**src/rtl/pe_seq_ctrl.sv**
```systemverilog
// Job sequencer for one PE: streams kernel_size operand pairs per output, then waits (with watchdog) for the PE result.
// Latency kernel_size+2 cycles per output minimum; in_ready follows PE_READY in LOAD, result held until out_ready.
module pe_seq_ctrl #(
    parameter int DATA_WIDTH  = 16,
    parameter int MAX_KERNEL  = 9,
    parameter int MAX_OUTPUTS = 256,
    parameter int TIMEOUT     = 64,
    localparam int KW = $clog2(MAX_KERNEL + 1),
    localparam int OW = $clog2(MAX_OUTPUTS + 1),
    localparam int PW = 2 * DATA_WIDTH
) (
    input  logic                  clk,
    input  logic                  rst,
    input  logic                  start,
    input  logic [KW-1:0]         cfg_kernel_size,
    input  logic [OW-1:0]         cfg_num_outputs,
    input  logic [PW-1:0]         cfg_psum_init,
    input  logic                  in_valid,
    output logic                  in_ready,
    input  logic [DATA_WIDTH-1:0] in_ifmap,
    input  logic [DATA_WIDTH-1:0] in_fltr,
    output logic [DATA_WIDTH-1:0] ifmap_data_M2P,
    output logic [DATA_WIDTH-1:0] fltr_data_M2P,
    output logic [PW-1:0]         psum_data_M2P,
    output logic [KW-1:0]         kernel_size,
    output logic                  PE_EN,
    input  logic                  PE_READY,
    input  logic                  PE_VALID,
    input  logic [PW-1:0]         psum_data_P2M,
    output logic                  out_valid,
    input  logic                  out_ready,
    output logic [PW-1:0]         out_psum,
    output logic                  busy,
    output logic                  done,
    output logic                  err
);

    localparam int TW = $clog2(TIMEOUT + 1);
    localparam logic [KW-1:0] K_MAX  = KW'(MAX_KERNEL);
    localparam logic [OW-1:0] N_MAX  = OW'(MAX_OUTPUTS);
    localparam logic [TW-1:0] T_LAST = TW'(TIMEOUT - 1);

    typedef enum logic [1:0] {
        S_IDLE,
        S_LOAD,
        S_WAIT,
        S_OUT
    } state_t;

    state_t        state_q, state_d;
    logic [KW-1:0] ks_q, ks_d;
    logic [KW-1:0] pair_cnt_q, pair_cnt_d;
    logic [OW-1:0] nout_q, nout_d;
    logic [OW-1:0] out_cnt_q, out_cnt_d;
    logic [TW-1:0] wait_cnt_q, wait_cnt_d;
    logic [PW-1:0] psum_init_q, psum_init_d;
    logic [PW-1:0] out_psum_q, out_psum_d;
    logic          done_q, done_d;
    logic          err_q, err_d;
    logic          cfg_ok;
    logic          pair_xfer;

    assign cfg_ok = (cfg_kernel_size != '0) && (cfg_kernel_size <= K_MAX) &&
                    (cfg_num_outputs != '0) && (cfg_num_outputs <= N_MAX);

    // Operand path is purely combinational so a pair costs no extra cycle.
    assign in_ready       = (state_q == S_LOAD) && PE_READY;
    assign PE_EN          = (state_q == S_LOAD) && in_valid;
    assign pair_xfer      = in_valid && in_ready;
    assign ifmap_data_M2P = in_ifmap;
    assign fltr_data_M2P  = in_fltr;

    assign psum_data_M2P = psum_init_q;
    assign kernel_size   = ks_q;
    assign out_valid     = (state_q == S_OUT);
    assign out_psum      = out_psum_q;
    assign busy          = (state_q != S_IDLE);
    assign done          = done_q;
    assign err           = err_q;

    always_comb begin
        state_d     = state_q;
        ks_d        = ks_q;
        pair_cnt_d  = pair_cnt_q;
        nout_d      = nout_q;
        out_cnt_d   = out_cnt_q;
        wait_cnt_d  = wait_cnt_q;
        psum_init_d = psum_init_q;
        out_psum_d  = out_psum_q;
        done_d      = 1'b0;
        err_d       = err_q;

        unique case (state_q)
            S_IDLE: begin
                if (start) begin
                    if (cfg_ok) begin
                        state_d     = S_LOAD;
                        ks_d        = cfg_kernel_size;
                        nout_d      = cfg_num_outputs;
                        psum_init_d = cfg_psum_init;
                        pair_cnt_d  = '0;
                        out_cnt_d   = '0;
                        wait_cnt_d  = '0;
                        err_d       = 1'b0;
                    end else begin
                        err_d = 1'b1;
                    end
                end
            end
            S_LOAD: begin
                if (pair_xfer) begin
                    if (pair_cnt_q == ks_q - 1'b1) begin
                        pair_cnt_d = '0;
                        wait_cnt_d = '0;
                        state_d    = S_WAIT;
                    end else begin
                        pair_cnt_d = pair_cnt_q + 1'b1;
                    end
                end
            end
            S_WAIT: begin
                // A result on the last watchdog cycle still wins over the abort.
                if (PE_VALID) begin
                    out_psum_d = psum_data_P2M;
                    wait_cnt_d = '0;
                    state_d    = S_OUT;
                end else if (wait_cnt_q == T_LAST) begin
                    err_d      = 1'b1;
                    wait_cnt_d = '0;
                    state_d    = S_IDLE;
                end else begin
                    wait_cnt_d = wait_cnt_q + 1'b1;
                end
            end
            S_OUT: begin
                if (out_ready) begin
                    out_cnt_d = out_cnt_q + 1'b1;
                    if (out_cnt_q == nout_q - 1'b1) begin
                        done_d  = 1'b1;
                        state_d = S_IDLE;
                    end else begin
                        state_d = S_LOAD;
                    end
                end
            end
            default: state_d = S_IDLE;
        endcase
    end

    always_ff @(posedge clk) begin
        if (rst) begin
            state_q     <= S_IDLE;
            ks_q        <= '0;
            pair_cnt_q  <= '0;
            nout_q      <= '0;
            out_cnt_q   <= '0;
            wait_cnt_q  <= '0;
            psum_init_q <= '0;
            out_psum_q  <= '0;
            done_q      <= 1'b0;
            err_q       <= 1'b0;
        end else begin
            state_q     <= state_d;
            ks_q        <= ks_d;
            pair_cnt_q  <= pair_cnt_d;
            nout_q      <= nout_d;
            out_cnt_q   <= out_cnt_d;
            wait_cnt_q  <= wait_cnt_d;
            psum_init_q <= psum_init_d;
            out_psum_q  <= out_psum_d;
            done_q      <= done_d;
            err_q       <= err_d;
        end
    end

endmodule
```
**config.mk**
```make
export PLATFORM = sky130hd
export DESIGN_NAME = pe_seq_ctrl
export DESIGN_NICKNAME = d
export VERILOG_FILES = /design/src/rtl/pe_seq_ctrl.sv
export SDC_FILE = /design/constraint.sdc
export NUM_CORES = 1
export LEC_CHECK = 0
export CORE_ASPECT_RATIO = 1.1
export CORE_MARGIN = 3
export CORE_UTILIZATION = 41
export DETAILED_ROUTE_END_ITERATION = 10
export GPL_ROUTABILITY_DRIVEN = 1
export GPL_TIMING_DRIVEN = 0
export PLACE_DENSITY = 0.77
export SETUP_SLACK_MARGIN = 0.4
export SYNTH_ARGS = -nofsm -noshare
export SYNTH_HDL_FRONTEND = slang
export SYNTH_SLANG_ARGS = --single-unit
```
**constraint.sdc**
```tcl
create_clock -name clk -period 2.5 [get_ports clk]
set_input_delay 0.5 -clock clk [delete_from_list [all_inputs] [get_ports clk]]
set_output_delay 0.5 -clock clk [all_outputs]
set_load 0.005 [all_outputs]
```
After elaboration in Yosys (flattened, before gate mapping)
Cells that the tools add are included.
W data, S select, Z words.
- bits in registers: 101
- input port bits: 116
- $add $sub $neg: 5
- magnitude comparators: 2
- eq/ne operators: 14
- multiplexer cells: 31
- bitwise operators: 2
- reduce and logical (&&, ||, !) cells: 22
- operators with widths (cell ; number):
    $mux W7 ; 6
    $mux W9 ; 3
    $pmux W7 S3 ; 1
    $pmux W9 S2 ; 1
    $mux W4 ; 4
    $mux W2 ; 7
    $reduce_and A4 Y1 ; 3
    $ne A2 B2 Y1 const B ; 5
    $add A9 B1 Y9 const B ; 1
    $eq A9 B9 Y1 ; 1
    $le A9 B9 Y1 const B ; 1
    $reduce_bool A9 Y1 ; 1
    $sub A9 B1 Y9 const B ; 1
    $pmux W2 S4 ; 1
    $pmux W4 S2 ; 1
    $reduce_bool A2 Y1 ; 4
    $add A7 B1 Y7 const B ; 1
    $eq A7 B6 Y1 const B ; 1
    $logic_and A1 B1 Y1 ; 6
    $mux W1 ; 6
    $reduce_and A6 Y1 ; 1
    $reduce_and A5 Y1 ; 1
    $add A4 B1 Y4 const B ; 1
    $eq A2 B2 Y1 const B ; 2
    other kinds (14) ; 16

Logic depth before layout (Yosys ltp)
- depth after elaboration: 7
- mapped depth: 10
- mapped depth without buffers: 8

Worst setup path after synthesis
No wires, ideal clock.
- path kind: input to register
- start: in cfg_num_outputs[4]
- end: reg pair_cnt_q[2]
- arrival time: 2.124 ns
- required time: 2.386 ns
- setup slack: 0.262 ns
- stages on the path: 8
- buffers on the path: 2
- path through: or4_4 or3_1 and3_1 buf_6 buf_6 o21ai_1 xor2_1 nor2_1
- word-level cells in the longest chain between the ends: 5
- elaborated cells between the ends (all ways): 6
- those cells by class: order compare (1); eq/ne (1); reduce/logical (4)
- ends and longest elaborated chain (item ; RTL line ; text):
    start, declared ; 16 ; input logic [OW-1:0] cfg_num_outputs,
    branches (longest 2 deep; another with $le A9 B9 Y1) ; - ;
    $logic_and A1 B1 Y1 * ; 64 ; (cfg_num_outputs != '0) && (cfg_num_outputs <= N_MAX);
    $ne A2 B2 Y1 (no line) * ; - ;
    $reduce_and A4 Y1 (no line) * ; - ;
    end signal, assigned ; 165 ; pair_cnt_q <= pair_cnt_d;
    end, declared ; 52 ; logic [KW-1:0] pair_cnt_q, pair_cnt_d;
Mark *: on every way between the ends.
A chain may end at the register's enable or synchronous reset.

Final worst setup path
- start: in cfg_num_outputs[0]
- end: reg pair_cnt_q[2]
The elaborated chain is that of the path after synthesis.

==> flow_metrics.env <==
export IMPL_worstHoldStart="cfg_num_outputs[1]"
export IMPL_cpLargestDelayFamily="simple AND/OR/NAND/NOR gates"
export IMPL_die_w_um=107
export IMPL_met3WireLength_um=741
export IMPL_grt_start_max_net_pins=17
export IMPL_pwr_share_comb_pct=18.0
export IMPL_overflow=0
export IMPL_cts_tree="built"
export IMPL_portBuffers=188
export IMPL_finalHoldViolCount=0
export IMPL_pre_cts_ws_ns=-0.365
export IMPL_hold_ws_ns=0.408
export IMPL_grt_pass1_vias=4337
export IMPL_cpPeakStageDelay_ns=0.43
export IMPL_timing_rr_end="pair_cnt_q[1]$_SDFFE_PP0P_"
export IMPL_tightest_slew_ns=0.619
export IMPL_drtIter0Drc=144
export IMPL_fin_ws_ns=0.363
export IMPL_hold_path_class="in -> reg"
export IMPL_yosysSeqAreaShare_pct=43.9
export IMPL_cts_max_level=3
export IMPL_pwr_share_clk_pct=37.2
export IMPL_worstSetupPathDepth=10
export IMPL_wirelength_mm=13.5
export IMPL_timing_final_crit_period_ns=2.14
export IMPL_initial_core_util_pct=43.1
export IMPL_core_mm2=0.0107
export IMPL_final_layout_size_suffix_gt1_share_pct=15.6
export IMPL_path_max_fanout=7
export IMPL_syn_avg_cell_area_um2=8.66
export IMPL_cts_root_buffer="clkbuf_16"
export IMPL_fin_crit_sh_pct=85.5
export IMPL_clockBufferDepth=2
export IMPL_met1_length_mm=5.30
export IMPL_yosysWarnings=0
export IMPL_wl_per_cell_um=15.1
export IMPL_synth_seq_cells=101
export IMPL_final_util_pct=68.8
export IMPL_max_freq_mhz=468
export IMPL_p_switching_uw=907
export IMPL_drc_errors=0
export IMPL_route_antenna_remaining_nets=0
export IMPL_cts_sinks=101
export IMPL_rrSetupSlack_ns=0.44
export IMPL_area_delta_synth_final_pct=59.6
export IMPL_ir_worst_vdd_mv=0.389
export IMPL_stdcell_area_mm2=0.00735
export IMPL_place_hpwl_mm=10.0
export IMPL_fillers=814
export IMPL_post_drt_via_cell_ratio=5.00
export IMPL_top_layer="met4"
export IMPL_placed_area_mm2=0.00669
export IMPL_drt_first_pass_iters=4
export IMPL_setup_viol=0
export IMPL_routabilityCongestion=0.877
export IMPL_power_density_mw_per_mm2=510
export IMPL_intPower_uw=2840
export IMPL_r2r_start="state_q[0]$_SDFFE_PP0P_"
export IMPL_relSlewSlack_pct=58.7
export IMPL_cp_num_buf_inv=4
export IMPL_vias=4467
export IMPL_cts_hold_buf=0
export IMPL_status="complete, no violations"
export IMPL_slew_violations=0
export IMPL_final_setup_skew_ns=0.00985
export IMPL_path_cells="clkdlybuf4s15_2 -> or4_4 -> or3_1 -> and3_4 -> buf_8 -> buf_6 -> buf_16 -> o21ai_2 -> xor2_1 -> nor2_1"
export IMPL_setup_tns_final_ns=0
export IMPL_syn_nets=653
export IMPL_grt_usage_pct=20.5
export IMPL_endpoint_kind="flop"
export IMPL_wl_met2_mm=7.20
export IMPL_antenna_found_initial=0
export IMPL_netlist_instances=532
export IMPL_p_sw_share_pct=24.2
export IMPL_critical_path_class="in -> reg"
export IMPL_seqPwrFrac_pct=44.9
export IMPL_num_nets_final=867
export IMPL_arrival_ns=2.38
export IMPL_cp_start_kind="primary input"
export IMPL_power_leakage_uw=0.00271
export IMPL_maxCapViolations=0
export IMPL_die_area_mm2=0.0125
export IMPL_min_to="nout_q[1]$_SDFFE_PP0P_"
export IMPL_clk_latency_ns=0.34
export IMPL_critical_path_slowest_cell="or4_4"
export IMPL_numCtsBuffers=9
export IMPL_reg2reg_depth=10
export IMPL_synthDistinctLibCells=47
export IMPL_io_pins=222
export IMPL_diodes=0
export IMPL_rsz0062_at_grt="yes"
export IMPL_hold_path_depth=3
export IMPL_critPathRequiredTime_ns=2.74
export IMPL_die_h_um=117
export IMPL_path_clk_slew_ns=0.07
export IMPL_core_rowCount=39
export IMPL_grt_pass1_wl_mm=20.7
export IMPL_synth_area_mm2=0.00461
-- routing by layer --
| layer | vias to the layer above | track usage [%] |
|---|---|---|
| met5 | - | 0 |
| met4 | 0 | 6.31 |
| met3 | 20 | 4.83 |
| met2 | 154 | 37.6 |
| met1 | 2094 | 23.7 |
| li1 | 2199 | - |
-- what timing repair did --
action / CTS / global route
pin swaps: 11 / 8
setup endpoints to repair: 73 / 65
setup buffers: 8 / 4
gates cloned: 2 / 1
hold endpoints to repair: 0 / 0
gates resized for setup: 71 / 36
-- registers in the layout, indices dropped and copies added, names as in the netlist --
name / cells
done: 1
err: 1
kernel_size: 4
nout_q: 9
out_cnt_q: 9
out_psum: 32
pair_cnt_q: 4
psum_data_M2P: 32
state_q: 2
wait_cnt_q: 7
-- area by class of cell --
type                    instances  area (µm²)  share of cell area, %
repair buffers                203        2050                   27.8
clock inverters                 5        61.3                  0.834
inverters                      10        37.5                  0.511
well taps                     143         179                   2.43
clock buffers                  10         229                   3.11
flip-flops and latches        101        2030                   27.6
multi-input cells             357        2290                   31.1
plain buffers                  64         482                   6.55
-- placed cells by master (no fill, tap or decap), drive strengths merged, types with 10 or more instances in the layout --
cell / instances
a21oi: 43
buf: 63
clkbuf: 32
clkdlybuf4s50: 174
dfxtp: 101
inv: 11
mux2i: 45
nand2: 79
nor2: 62
nor3: 14
o21ai: 10
xnor2: 12
xor2: 12
-- kinds of logic after synthesis --
| logic type | after synthesis | share of synthesized area, % |
|---|---|---|
| AO/OA/AOI/OAI | 81 | 10.6 |
| XOR/XNOR | 25 | 5.08 |
| adder cells (fa/ha/maj) | 5 | 1.36 |
| buffers and inverters | 74 | 9.64 |
| flip-flops | 101 | 43.9 |
| multiplexers | 45 | 9.78 |
| AND/OR/NAND/NOR | 201 | 19.7 |
-- worst reg2reg max path: stages, from the launching register on --
cell and delay (ns):
dfxtp_1 0.31, clkbuf_8 0.16, nor2_4 0.15, inv_1 0.10, nor4_2 0.27, and3_4 0.23
buf_8 0.12, buf_4 0.11, nor2_1 0.04, or3b_1 0.37, a21oi_1 0.14
-- worst max-delay path by stage --
stage / slack, ns / startpoint / end
2_1_floorplan: 0.28 / cfg_num_outputs[4] / psum_data_M2P[27]$_SDFFE_PP0P_
3_3_place_gp: -0.30 / cfg_num_outputs[0] / nout_q[1]$_SDFFE_PP0P_
3_5_place_dp: -0.36 / cfg_num_outputs[0] / psum_data_M2P[11]$_SDFFE_PP0P_
6_report: 0.36 / cfg_num_outputs[0] / pair_cnt_q[2]$_SDFFE_PP0P_
5_1_grt: 0.34 / cfg_num_outputs[2] / psum_data_M2P[4]$_SDFFE_PP0P_
4_1_cts: 0.38 / cfg_num_outputs[3] / pair_cnt_q[2]$_SDFFE_PP0P_
-- synthesized netlist by cell type, drive strengths merged --
cell type	instances	area (µm²)
o41ai	1	8.76
a211oi	5	42.5
inv	10	37.5
clkbuf	23	86.3
nand3b	3	22.5
or4	4	33.8
a21o	2	15.0
nand3	5	25.0
a311oi	4	35.0
a31oi	4	25.0
o31ai	1	7.51
o21a	3	22.5
nor4	4	25.0
dfxtp	101	2020
o2111ai	2	17.5
and4	2	17.5
xnor2	12	105
nor3b	2	15.0
o211ai	1	7.51
nand2b	9	56.3
and2	5	31.3
a21oi	43	215
nor2	62	233
a41oi	2	17.5
nand2	79	297
nor3	14	70.1
nand4	3	18.8
nor2b	2	12.5
or3	2	12.5
xor3	1	23.8
o21bai	1	7.51
o21ba	1	10.0
o22ai	1	6.26
nand4b	1	8.76
or3b	1	8.76
o21ai	10	50.1
xor2	12	105
and3	3	18.8
ha	5	62.6
buf	41	320
mux2i	45	450
-- per-stage QoR --
stage	total power (µW)	instances
floorplan	1990	532
global placement	2290	863
detailed placement	2310	863
CTS	3740	888
global route	3880	893
finish	3750	893
-- power groups by stage --
| stage | registers, µW | clock network (µW) | logic (µW) |
|---|---|---|---|
| 2_1_floorplan | 1710 | 0 | 275 |
| 3_3_place_gp | 1720 | 0 | 580 |
| 3_5_place_dp | 1720 | 0 | 592 |
| 4_1_cts | 1680 | 1420 | 645 |
| 5_1_grt | 1690 | 1470 | 723 |
| 6_report | 1680 | 1390 | 673 |
Note: power is estimated with default switching activity, not from simulation.
